`config.mk`:
```
export PLATFORM = sky130hd
export DESIGN_NAME = serial_alu_seq_flat
export DESIGN_NICKNAME = d
export VERILOG_FILES = /design/src/rtl/serial_alu_seq_if.sv /design/src/rtl/serial_alu_seq.sv /design/src/flat_wrapper.sv
export SDC_FILE = /design/constraint.sdc
export NUM_CORES = 1
export LEC_CHECK = 0
export ABC_AREA = 0
export BUFFER_PORTS_ARGS = -buffer_cell sky130_fd_sc_hd__buf_2
export CAP_MARGIN = 20
export CORE_MARGIN = 1.5
export CORE_UTILIZATION = 44
export CTS_CLUSTER_SIZE = 16
export DETAILED_ROUTE_END_ITERATION = 10
export MAX_ROUTING_LAYER = met4
export PLACE_DENSITY = 0.66
export REMOVE_ABC_BUFFERS = 1
export SYNTH_ARGS = -nofsm -noshare
export SYNTH_HDL_FRONTEND = slang
export SYNTH_SLANG_ARGS = --single-unit
```
`constraint.sdc`:
```
create_clock -name clk -period 4.7 [get_ports clk]
set_input_delay 0 -clock clk [delete_from_list [all_inputs] [get_ports clk]]
set_output_delay 0 -clock clk [all_outputs]
set_load 0.005 [all_outputs]
```
`src/rtl/serial_alu_seq_if.sv`:
```
// Operation request / completion bundle for the bit-serial ALU sequencer.
// The master issues start/op/operands; the slave returns status and the result word.
interface serial_alu_seq_if #(
  parameter int WIDTH = 32
);
  logic             start;
  logic [2:0]       op;
  logic [WIDTH-1:0] a;
  logic [WIDTH-1:0] b;
  logic             busy;
  logic             done;
  logic [WIDTH-1:0] result;
  logic             carry_out;
  logic             overflow;
  logic             zero;
  logic             op_err;

  modport master (
    output start, op, a, b,
    input  busy, done, result, carry_out, overflow, zero, op_err
  );

  modport slave (
    input  start, op, a, b,
    output busy, done, result, carry_out, overflow, zero, op_err
  );
endinterface

```
`src/rtl/serial_alu_seq.sv`:
```
// Bit-serial ALU sequencer: feeds operands LSB-first through an external 1-bit
// ALU slice, one bit per cycle, and assembles the result word and status flags.
//
// state | meaning
// IDLE  | waiting for start; illegal op pulses op_err
// RUN   | WIDTH cycles, one operand bit per cycle through the slice
// DONE  | one-cycle completion, result and flags valid
module serial_alu_seq #(
  parameter int WIDTH = 32
) (
  input  logic                clk,
  input  logic                rst_n,
  serial_alu_seq_if.slave     bus,
  output logic                slice_a,
  output logic                slice_b,
  output logic [2:0]          slice_op,
  output logic                slice_cin,
  output logic                slice_less,
  input  logic                slice_result,
  input  logic                slice_cout
);
  localparam int CW = $clog2(WIDTH);

  typedef enum logic [1:0] {IDLE, RUN, DONE} state_t;

  state_t           state;
  logic [WIDTH-1:0] a_sh, b_sh, res_sh;
  logic [CW-1:0]    cnt;
  logic             carry;
  logic [2:0]       op_q;

  logic             run, is_arith, is_sub, last, ovf_nxt, op_legal;
  logic [WIDTH-1:0] sum_word, final_word;

  assign run      = (state == RUN);
  assign is_arith = op_q[1];
  assign is_sub   = op_q[2];
  assign last     = (cnt == CW'(WIDTH - 1));
  assign op_legal = (bus.op == 3'b000) || (bus.op == 3'b001) || (bus.op == 3'b010) ||
                    (bus.op == 3'b110) || (bus.op == 3'b111);

  // carry flop holds the carry into the current bit, i.e. into the MSB on the last cycle
  assign ovf_nxt    = is_arith & (carry ^ slice_cout);
  assign sum_word   = {slice_result, res_sh[WIDTH-1:1]};
  assign final_word = (op_q == 3'b111) ? {{(WIDTH-1){1'b0}}, slice_result ^ ovf_nxt} : sum_word;

  assign slice_a    = run & a_sh[0];
  assign slice_b    = run & b_sh[0];
  assign slice_cin  = run & carry;
  assign slice_op   = run ? (is_sub ? 3'b110 : op_q) : 3'b000;
  assign slice_less = 1'b0;

  always_ff @(posedge clk or negedge rst_n) begin
    if (!rst_n) begin
      state         <= IDLE;
      a_sh          <= '0;
      b_sh          <= '0;
      res_sh        <= '0;
      cnt           <= '0;
      carry         <= 1'b0;
      op_q          <= 3'b000;
      bus.busy      <= 1'b0;
      bus.done      <= 1'b0;
      bus.op_err    <= 1'b0;
      bus.result    <= '0;
      bus.carry_out <= 1'b0;
      bus.overflow  <= 1'b0;
      bus.zero      <= 1'b0;
    end else begin
      bus.op_err <= 1'b0;
      case (state)
        IDLE: begin
          if (bus.start) begin
            if (op_legal) begin
              state    <= RUN;
              bus.busy <= 1'b1;
              a_sh     <= bus.a;
              b_sh     <= bus.b;
              res_sh   <= '0;
              cnt      <= '0;
              carry    <= bus.op[2];
              op_q     <= bus.op;
            end else begin
              bus.op_err <= 1'b1;
            end
          end
        end
        RUN: begin
          a_sh   <= a_sh >> 1;
          b_sh   <= b_sh >> 1;
          res_sh <= sum_word;
          carry  <= slice_cout;
          cnt    <= cnt + 1'b1;
          if (last) begin
            state         <= DONE;
            bus.done      <= 1'b1;
            bus.result    <= final_word;
            bus.carry_out <= is_arith & slice_cout;
            bus.overflow  <= ovf_nxt;
            bus.zero      <= (final_word == '0);
          end
        end
        DONE: begin
          state    <= IDLE;
          bus.busy <= 1'b0;
          bus.done <= 1'b0;
        end
        default: state <= IDLE;
      endcase
    end
  end
endmodule

```
`src/flat_wrapper.sv`:
```
// flat-port wrapper written by rule: the top's interface ports become plain ports
module serial_alu_seq_flat 
#(
  parameter int WIDTH = 32
)
  (clk, rst_n, slice_a, slice_b, slice_op, slice_cin, slice_less, slice_result, slice_cout, bus_start, bus_op, bus_a, bus_b, bus_busy, bus_done, bus_result, bus_carry_out, bus_overflow, bus_zero, bus_op_err);
  serial_alu_seq_if #(.WIDTH(WIDTH)) bus_i ();
  input  logic clk;
  input  logic rst_n;
  output logic slice_a;
  output logic slice_b;
  output logic [2:0] slice_op;
  output logic slice_cin;
  output logic slice_less;
  input  logic slice_result;
  input  logic slice_cout;
  input wire logic [$bits(bus_i.start)-1:0] bus_start;
  input wire logic [$bits(bus_i.op)-1:0] bus_op;
  input wire logic [$bits(bus_i.a)-1:0] bus_a;
  input wire logic [$bits(bus_i.b)-1:0] bus_b;
  output wire logic [$bits(bus_i.busy)-1:0] bus_busy;
  output wire logic [$bits(bus_i.done)-1:0] bus_done;
  output wire logic [$bits(bus_i.result)-1:0] bus_result;
  output wire logic [$bits(bus_i.carry_out)-1:0] bus_carry_out;
  output wire logic [$bits(bus_i.overflow)-1:0] bus_overflow;
  output wire logic [$bits(bus_i.zero)-1:0] bus_zero;
  output wire logic [$bits(bus_i.op_err)-1:0] bus_op_err;
  assign bus_i.start = bus_start;
  assign bus_i.op = bus_op;
  assign bus_i.a = bus_a;
  assign bus_i.b = bus_b;
  assign bus_busy = bus_i.busy;
  assign bus_done = bus_i.done;
  assign bus_result = bus_i.result;
  assign bus_carry_out = bus_i.carry_out;
  assign bus_overflow = bus_i.overflow;
  assign bus_zero = bus_i.zero;
  assign bus_op_err = bus_i.op_err;
  serial_alu_seq #(.WIDTH(WIDTH)) u_core (.clk(clk), .rst_n(rst_n), .bus(bus_i), .slice_a(slice_a), .slice_b(slice_b), .slice_op(slice_op), .slice_cin(slice_cin), .slice_less(slice_less), .slice_result(slice_result), .slice_cout(slice_cout));
endmodule
```
* Word-level counts from Yosys, hierarchy flattened
Index checks and enable logic that the tools add are counted.
** Storage, ports and cells
- Register bits :: 145
- Latch bits :: 0
- Memory bits (writable) :: 0
- Bits in read-only memories :: 0
- Input port bits :: 72
- Output and inout port bits :: 45
- Memories :: 0
** Operators by class
- Add/subtract/negate cells :: 1
- $mul :: 0
- Div/mod/pow operators :: 0
- Magnitude comparators :: 0
- Equality and inequality tests :: 11
- Shifts and indexed selects :: 0
- Mux-type cells :: 30
- Bitwise logic cells :: 7
- Reduce and logical (&&, ||, !) cells :: 16
** Operators by type and width (count)
- 32-bit 2-to-1 mux :: 7
- 32-bit one-hot mux with 2 select lines :: 3
- 32-bit logical NOT :: 1
- 3-bit AND reduction :: 4
- 5-bit 2-to-1 mux :: 2
- 5-bit one-hot mux with 2 select lines :: 1
- 3-bit == test (second input constant) :: 3
- 1-bit 2-to-1 mux :: 8
- 2-bit 2-to-1 mux :: 3
- 3-bit 2-to-1 mux :: 2
- 1-bit one-hot mux with 2 select lines :: 3
- 2-bit nonzero test :: 3
- 5-bit by 1-bit adder with 5-bit output (second input constant) :: 1
- 1-bit AND :: 5
- 5-bit == test (second input constant) :: 1
- 1-bit logical OR :: 4
- 2-bit != test (second input constant) :: 2
- 2-bit one-hot mux with 2 select lines :: 1
- 2-bit AND reduction :: 2
- 3-bit by 1-bit == test with 1-bit output (second input constant) :: 1
- 3-bit by 2-bit == test with 1-bit output (second input constant) :: 1
- 3-bit logical NOT :: 1
- 2-bit by 1-bit == test with 1-bit output (second input constant) :: 1
- 2-bit == test (second input constant) :: 1
- other kinds (3) :: 4

* Longest topological paths before layout
- Word-level depth :: 8
- Depth in mapped cells :: 7

* Worst setup path after synthesis
No wires, ideal clock.
- Kind :: register -> register
- Start point :: register u_core.cnt[0]
- End point :: register u_core.bus.result[13]
- Setup time :: 0.121 ns
- Data arrival time :: 1.592 ns
- Path slack :: 2.987 ns
- Stages on the path, launching flop included :: 8
- Period minus slack after synthesis :: 1.713 ns
- Cells stage by stage :: dfrtp_1 ha_1 and3_1 ha_1 and3_1 clkbuf_1 buf_2 a22o_2
** Between the ends
- Longest elaborated chain between the ends :: 2
** RTL lines
- start: declaration :: line serial_alu_seq.sv:28 : logic [CW-1:0] cnt;
- start signal: assignment :: line serial_alu_seq.sv:93 : cnt <= cnt + 1'b1;
- 5-bit == test :: line serial_alu_seq.sv:38 : assign last = (cnt == CW'(WIDTH - 1));
- 2-bit AND reduction (no line)
- end signal: assignment :: line serial_alu_seq.sv:97 : bus.result <= final_word;
- end: declaration :: line serial_alu_seq_if.sv:25 : output busy, done, result, carry_out, overflow, zero, op_err
Every way passes these cells.
A chain may end at the register's enable or synchronous reset.

* Final worst setup path
- Start point :: register u_core.state[1]
- End point :: register u_core.a_sh[12]
** Between the ends
- Longest elaborated chain between the ends :: 3
- Elaborated cells on any way between the ends :: 7
- Classes of those cells :: 3 x eq/ne; 1 x mux; 3 x reduce/logical
** RTL lines
- start: declaration :: line serial_alu_seq.sv:26 : state_t state;
- start signal: assignment :: line serial_alu_seq.sv:55 : state <= IDLE;
- start signal: assignment :: line serial_alu_seq.sv:75 : state <= RUN;
- start signal: assignment :: line serial_alu_seq.sv:95 : state <= DONE;
- 2-bit logical NOT or 2-bit by 1-bit == test with 1-bit output (tied branches) :: line serial_alu_seq.sv:71 : case (state)
- 2-bit by 1-bit != test with 1-bit output (no line), or another cell as far along
- 3-bit AND reduction (no line)
- end signal: assignment :: line serial_alu_seq.sv:77 : a_sh <= bus.a;
- end signal: assignment :: line serial_alu_seq.sv:89 : a_sh <= a_sh >> 1;
- end: declaration :: line serial_alu_seq.sv:27 : logic [WIDTH-1:0] a_sh, b_sh, res_sh;
Several ways; a longest one is shown, not always the timed one.

==> metrics list <==
- Gate Count Post-Synth: 655
- Setup total negative slack on the finished layout was measured at 0 ns.
- After filler insertion, the fill cell instance count of the layout stands at 1,162.
* Later-pin clock latency in the skew report: 0.41 ns
- Total instance count after detailed placement: 900
- Worst endpoint data arrival time: 2.83 ns
* Clock tree from TritonCTS: built
- In this run, post-CTS repair resized a total of 0 instances.
* Met1 Routed Length: 6800 um
* Summed instance area of the synthesized netlist: 0.00614 sq mm
- Cts bufs inserted: 17
- Aggregate global-route resource usage: 0.216
- In this run the horizontal extent of the chip is 121 um.
* P_leak: 3.61 nW
* Reg2reg end: u_core.a_sh[12]
* Max cap viols: 0
- Mean instance size in the synthesized netlist: 9.37 sq um
- The startpoint identified for the worst register-to-register timing path is u_core.state[1].
- Wire per inst: 14.5 um
* Number of antenna-violating nets in the routed design: 0
- The worst hold path belongs to the class in2async.
* Met2 WL: 6880 um
* Half-perimeter wire length after placement: 8470 um
* Transition time at the pin with the least slew margin: 1.08 ns
- STA classifies the critical path startpoint as a flip-flop.
- Total net switching power: 0.00164 W
- Counting along the longest clock path gives a buffer depth of 2.
- For the finished layout, the period the worst path requires is 2.51 ns.
- Summed over all layers, the global routing overflow is 0.
- EDFF count, synth: 0
- For this run, the leading register cell type out of synthesis is sky130_fd_sc_hd__dfrtp_1.
- Row count: 42
* CTS clock-pin slew for the worst setup and hold paths: 0.06 ns
- Vias per std cell: 5.20
- Fin. max-slew vios: 0
- Peak clock frequency supported by timing: 398 MHz
- Of all nets on the critical path, the largest fanout is 71.
* Switching part of the total power: 0.346
- Port buffering added 115 buffers.
- Level count of the clock H-tree: 4
- The worst-case IR drop observed on VDD is 225 uV.
- The repair_antennas step left the layout with diodes totalling 0.
- The pre-antenna-repair detailed-routing pass consisted of 4 iterations.
* Final layout net count: 889
- The number of global-route vias before repair came to 5,024.
- Across all layers, the routed design uses 5,215 vias.
- Part of the total power dissipated in the clock network: 0.253
- Entering global routing, the biggest net connects 111 pins.
- In the finished design, the share of the clock period the worst path needs comes to 0.534.
* Reg-to-reg setup timing slack: 2.19 ns
* Share of final-layout standard cells stronger than drive strength 1: 0.190
- At the worst endpoint, the required time is 5.02 ns.
- In this run the count of I/O pins placed on the die edge is 117.
- Post-CTS Hold Fix Bufs: 71
* Final setup skew: 0.00635 ns
* Critical path start-end classification: reg2reg
* Core region area: 0.0135 sq mm
- Drt drc: 0
- The number of different library cells used by synthesis comes to 36.
- FF-to-FF path depth: 5
- Number of hold violations in the final report: 0
- The routed design has 14,600 um of wire.
- For this block, the initial DRC count from the detailed router was 339.
* Logic gate share of total power: 0.304
- Sequential share of power: 0.443
* Effective utilization at floorplan: 0.456
- Relative to the synthesized area, the layout overhead comes to 30.1%.
- Unrepaired setup endpoints after global routing: false
- The die covers 0.0147 sq mm.
- The first global-routing pass estimated 24,200 um of wire.
- Syn. warnings: 0
* Cell-internal power: 0.00309 W
- For this run, the register share of the synthesized area comes to 0.587.
- Root Buffer: sky130_fd_sc_hd__clkbuf_16
* Status: completed
- Counting flops and latches in the post-synthesis netlist gives 144.
- Buffers added to address setup during post-CTS repair amount to 0.
* Cell Pwr Density: 593 mW/mm^2
- For this run, asynchronously set or reset flops after synthesis account for 1.00.
- Routed signal wires occupy layers up through met4.
- Routed wl met3: 761 um
* Post-layout instance count excluding filler cells: 1,003
- The die is 121 um tall.
- Endpoint kind of the worst setup timing path: flip-flop
- Count of final setup violators: 0
- Headroom to the max-slew limit came out at 0.283.
- Clock tree synthesis found a total of 144 sinks.
* Number of antenna violations at the first check in global routing: 0
* Gpl congestion: 0.768
==> worst max path at each step <==
| stage | from | end | slack, ns |
|---|---|---|---|
| 3_3_place_gp | u_core.state[0] | u_core.bus.result[13] | 2.12 |
| 6_report | u_core.state[1] | u_core.a_sh[12] | 2.19 |
| 2_1_floorplan | u_core.state[1] | u_core.cnt[3] | 0.73 |
| 5_1_grt | u_core.state[1] | u_core.a_sh[29] | 1.90 |
| 4_1_cts | u_core.state[0] | u_core.bus.result[13] | 2.08 |
| 3_5_place_dp | u_core.state[0] | u_core.bus.result[13] | 2.08 |
==> worst max-delay path, cell delays in order, from the launching register on <==
cell                      delay [ns]
sky130_fd_sc_hd__dfrtp_1        0.46
sky130_fd_sc_hd__nor3b_2        0.30
sky130_fd_sc_hd__and3_2         0.61
sky130_fd_sc_hd__buf_4          0.66
sky130_fd_sc_hd__nand2_1        0.15
sky130_fd_sc_hd__a31oi_1        0.21
==> per-stage QoR <==
stage                     hold WS [ns]  worst slack [ns]  power [W]  area, sq um  utilization
after global routing             0.295              1.90    0.00509         7990        0.594
after detailed placement         0.147              2.08    0.00351         6720        0.500
after global placement           0.132              2.12    0.00343         6720        0.500
after floorplan                 -0.296             0.732    0.00303         5860            -
after CTS                        0.271              2.08    0.00476         7960        0.592
final                            0.233              2.19    0.00473         7990        0.594
==> power groups by stage <==
stage,clock [W],combinational [W],sequential (W)
after floorplan,0,0.00101,0.00202
after global placement,0,0.00135,0.00208
after detailed placement,0,0.00141,0.00210
after CTS,0.00122,0.00145,0.00209
after global routing,0.00128,0.00165,0.00216
final,0.00120,0.00144,0.00210
==> placed cells by master (no fill, tap or decap), types with 2 or more instances in the layout <==
cell	synthesis	layout
sky130_fd_sc_hd__dlygate4sd3_1	0	71
sky130_fd_sc_hd__clkbuf_8	0	4
sky130_fd_sc_hd__clkbuf_1	23	4
sky130_fd_sc_hd__a22o_1	31	31
sky130_fd_sc_hd__a31oi_1	63	63
sky130_fd_sc_hd__o21ai_0	39	39
sky130_fd_sc_hd__nor2_1	68	68
sky130_fd_sc_hd__clkbuf_16	0	17
sky130_fd_sc_hd__and2_1	5	5
sky130_fd_sc_hd__xnor2_1	2	2
sky130_fd_sc_hd__nor4_1	5	5
sky130_fd_sc_hd__dfrtp_1	144	144
sky130_fd_sc_hd__a21oi_1	8	8
sky130_fd_sc_hd__inv_1	3	3
sky130_fd_sc_hd__and3_1	3	2
sky130_fd_sc_hd__nand3_1	6	5
sky130_fd_sc_hd__buf_4	1	5
sky130_fd_sc_hd__clkinv_2	0	5
sky130_fd_sc_hd__buf_2	17	114
sky130_fd_sc_hd__ha_1	2	2
sky130_fd_sc_hd__mux2i_1	2	2
sky130_fd_sc_hd__nand2_1	206	206
==> flip-flops by register name (all words and copies together), names as in the netlist, 2 cells and up <==
signal             cells
u_core.cnt             5
u_core.a_sh           32
u_core.bus.result     32
u_core.state           2
u_core.b_sh           32
u_core.op_q            3
u_core.res_sh         31
==> cells by family after synthesis <==
kind of cell	count (synthesis)	synth area share
AND/OR/NAND/NOR	303	0.198
flip-flops	144	0.587
AO/OA/AOI/OAI	146	0.156
XOR/XNOR	3	0.00428
buffers and inverters	54	0.0471
multiplexers	2	0.00326
adder cells (fa/ha/maj)	2	0.00408
other	1	0.000611
==> cell type report <==
class | count | area (sq um) | area share
inverter | 3 | 11.3 | 0.00141
multi-input combinational | 457 | 2270 | 0.284
clock buffer | 25 | 495 | 0.0620
tap | 176 | 220 | 0.0276
timing repair buffer | 192 | 1360 | 0.170
clock inverter | 6 | 32.5 | 0.00407
sequential | 144 | 3600 | 0.451
==> layer usage <==
| layer | vias to the layer above | global-route usage |
|---|---|---|
| met5 | - | - |
| met4 | 0 | 0.0522 |
| met3 | 14 | 0.0540 |
| met2 | 159 | 0.338 |
| met1 | 2506 | 0.285 |
| li1 | 2536 | - |
==> synthesized netlist by cell type (2+ instances only) <==
library cell / count / area, sq um
sky130_fd_sc_hd__a22o_1: 31 / 272
sky130_fd_sc_hd__nor4_1: 5 / 31.3
sky130_fd_sc_hd__a21oi_1: 8 / 40.0
sky130_fd_sc_hd__buf_6: 8 / 90.1
sky130_fd_sc_hd__and2_1: 5 / 31.3
sky130_fd_sc_hd__nor2_1: 68 / 255
sky130_fd_sc_hd__nand2b_1: 2 / 12.5
sky130_fd_sc_hd__o21ai_0: 39 / 195
sky130_fd_sc_hd__nor2b_1: 2 / 12.5
sky130_fd_sc_hd__xnor2_1: 2 / 17.5
sky130_fd_sc_hd__nand2_1: 206 / 773
sky130_fd_sc_hd__mux2i_1: 2 / 20.0
sky130_fd_sc_hd__nand3_1: 6 / 30.0
sky130_fd_sc_hd__a31oi_1: 63 / 394
sky130_fd_sc_hd__clkbuf_1: 23 / 86.3
sky130_fd_sc_hd__dfrtp_1: 144 / 3600
sky130_fd_sc_hd__and3_1: 3 / 18.8
sky130_fd_sc_hd__buf_2: 17 / 85.1
sky130_fd_sc_hd__ha_1: 2 / 25.0
sky130_fd_sc_hd__inv_1: 3 / 11.3
Note: power is estimated with default switching activity, not from simulation.
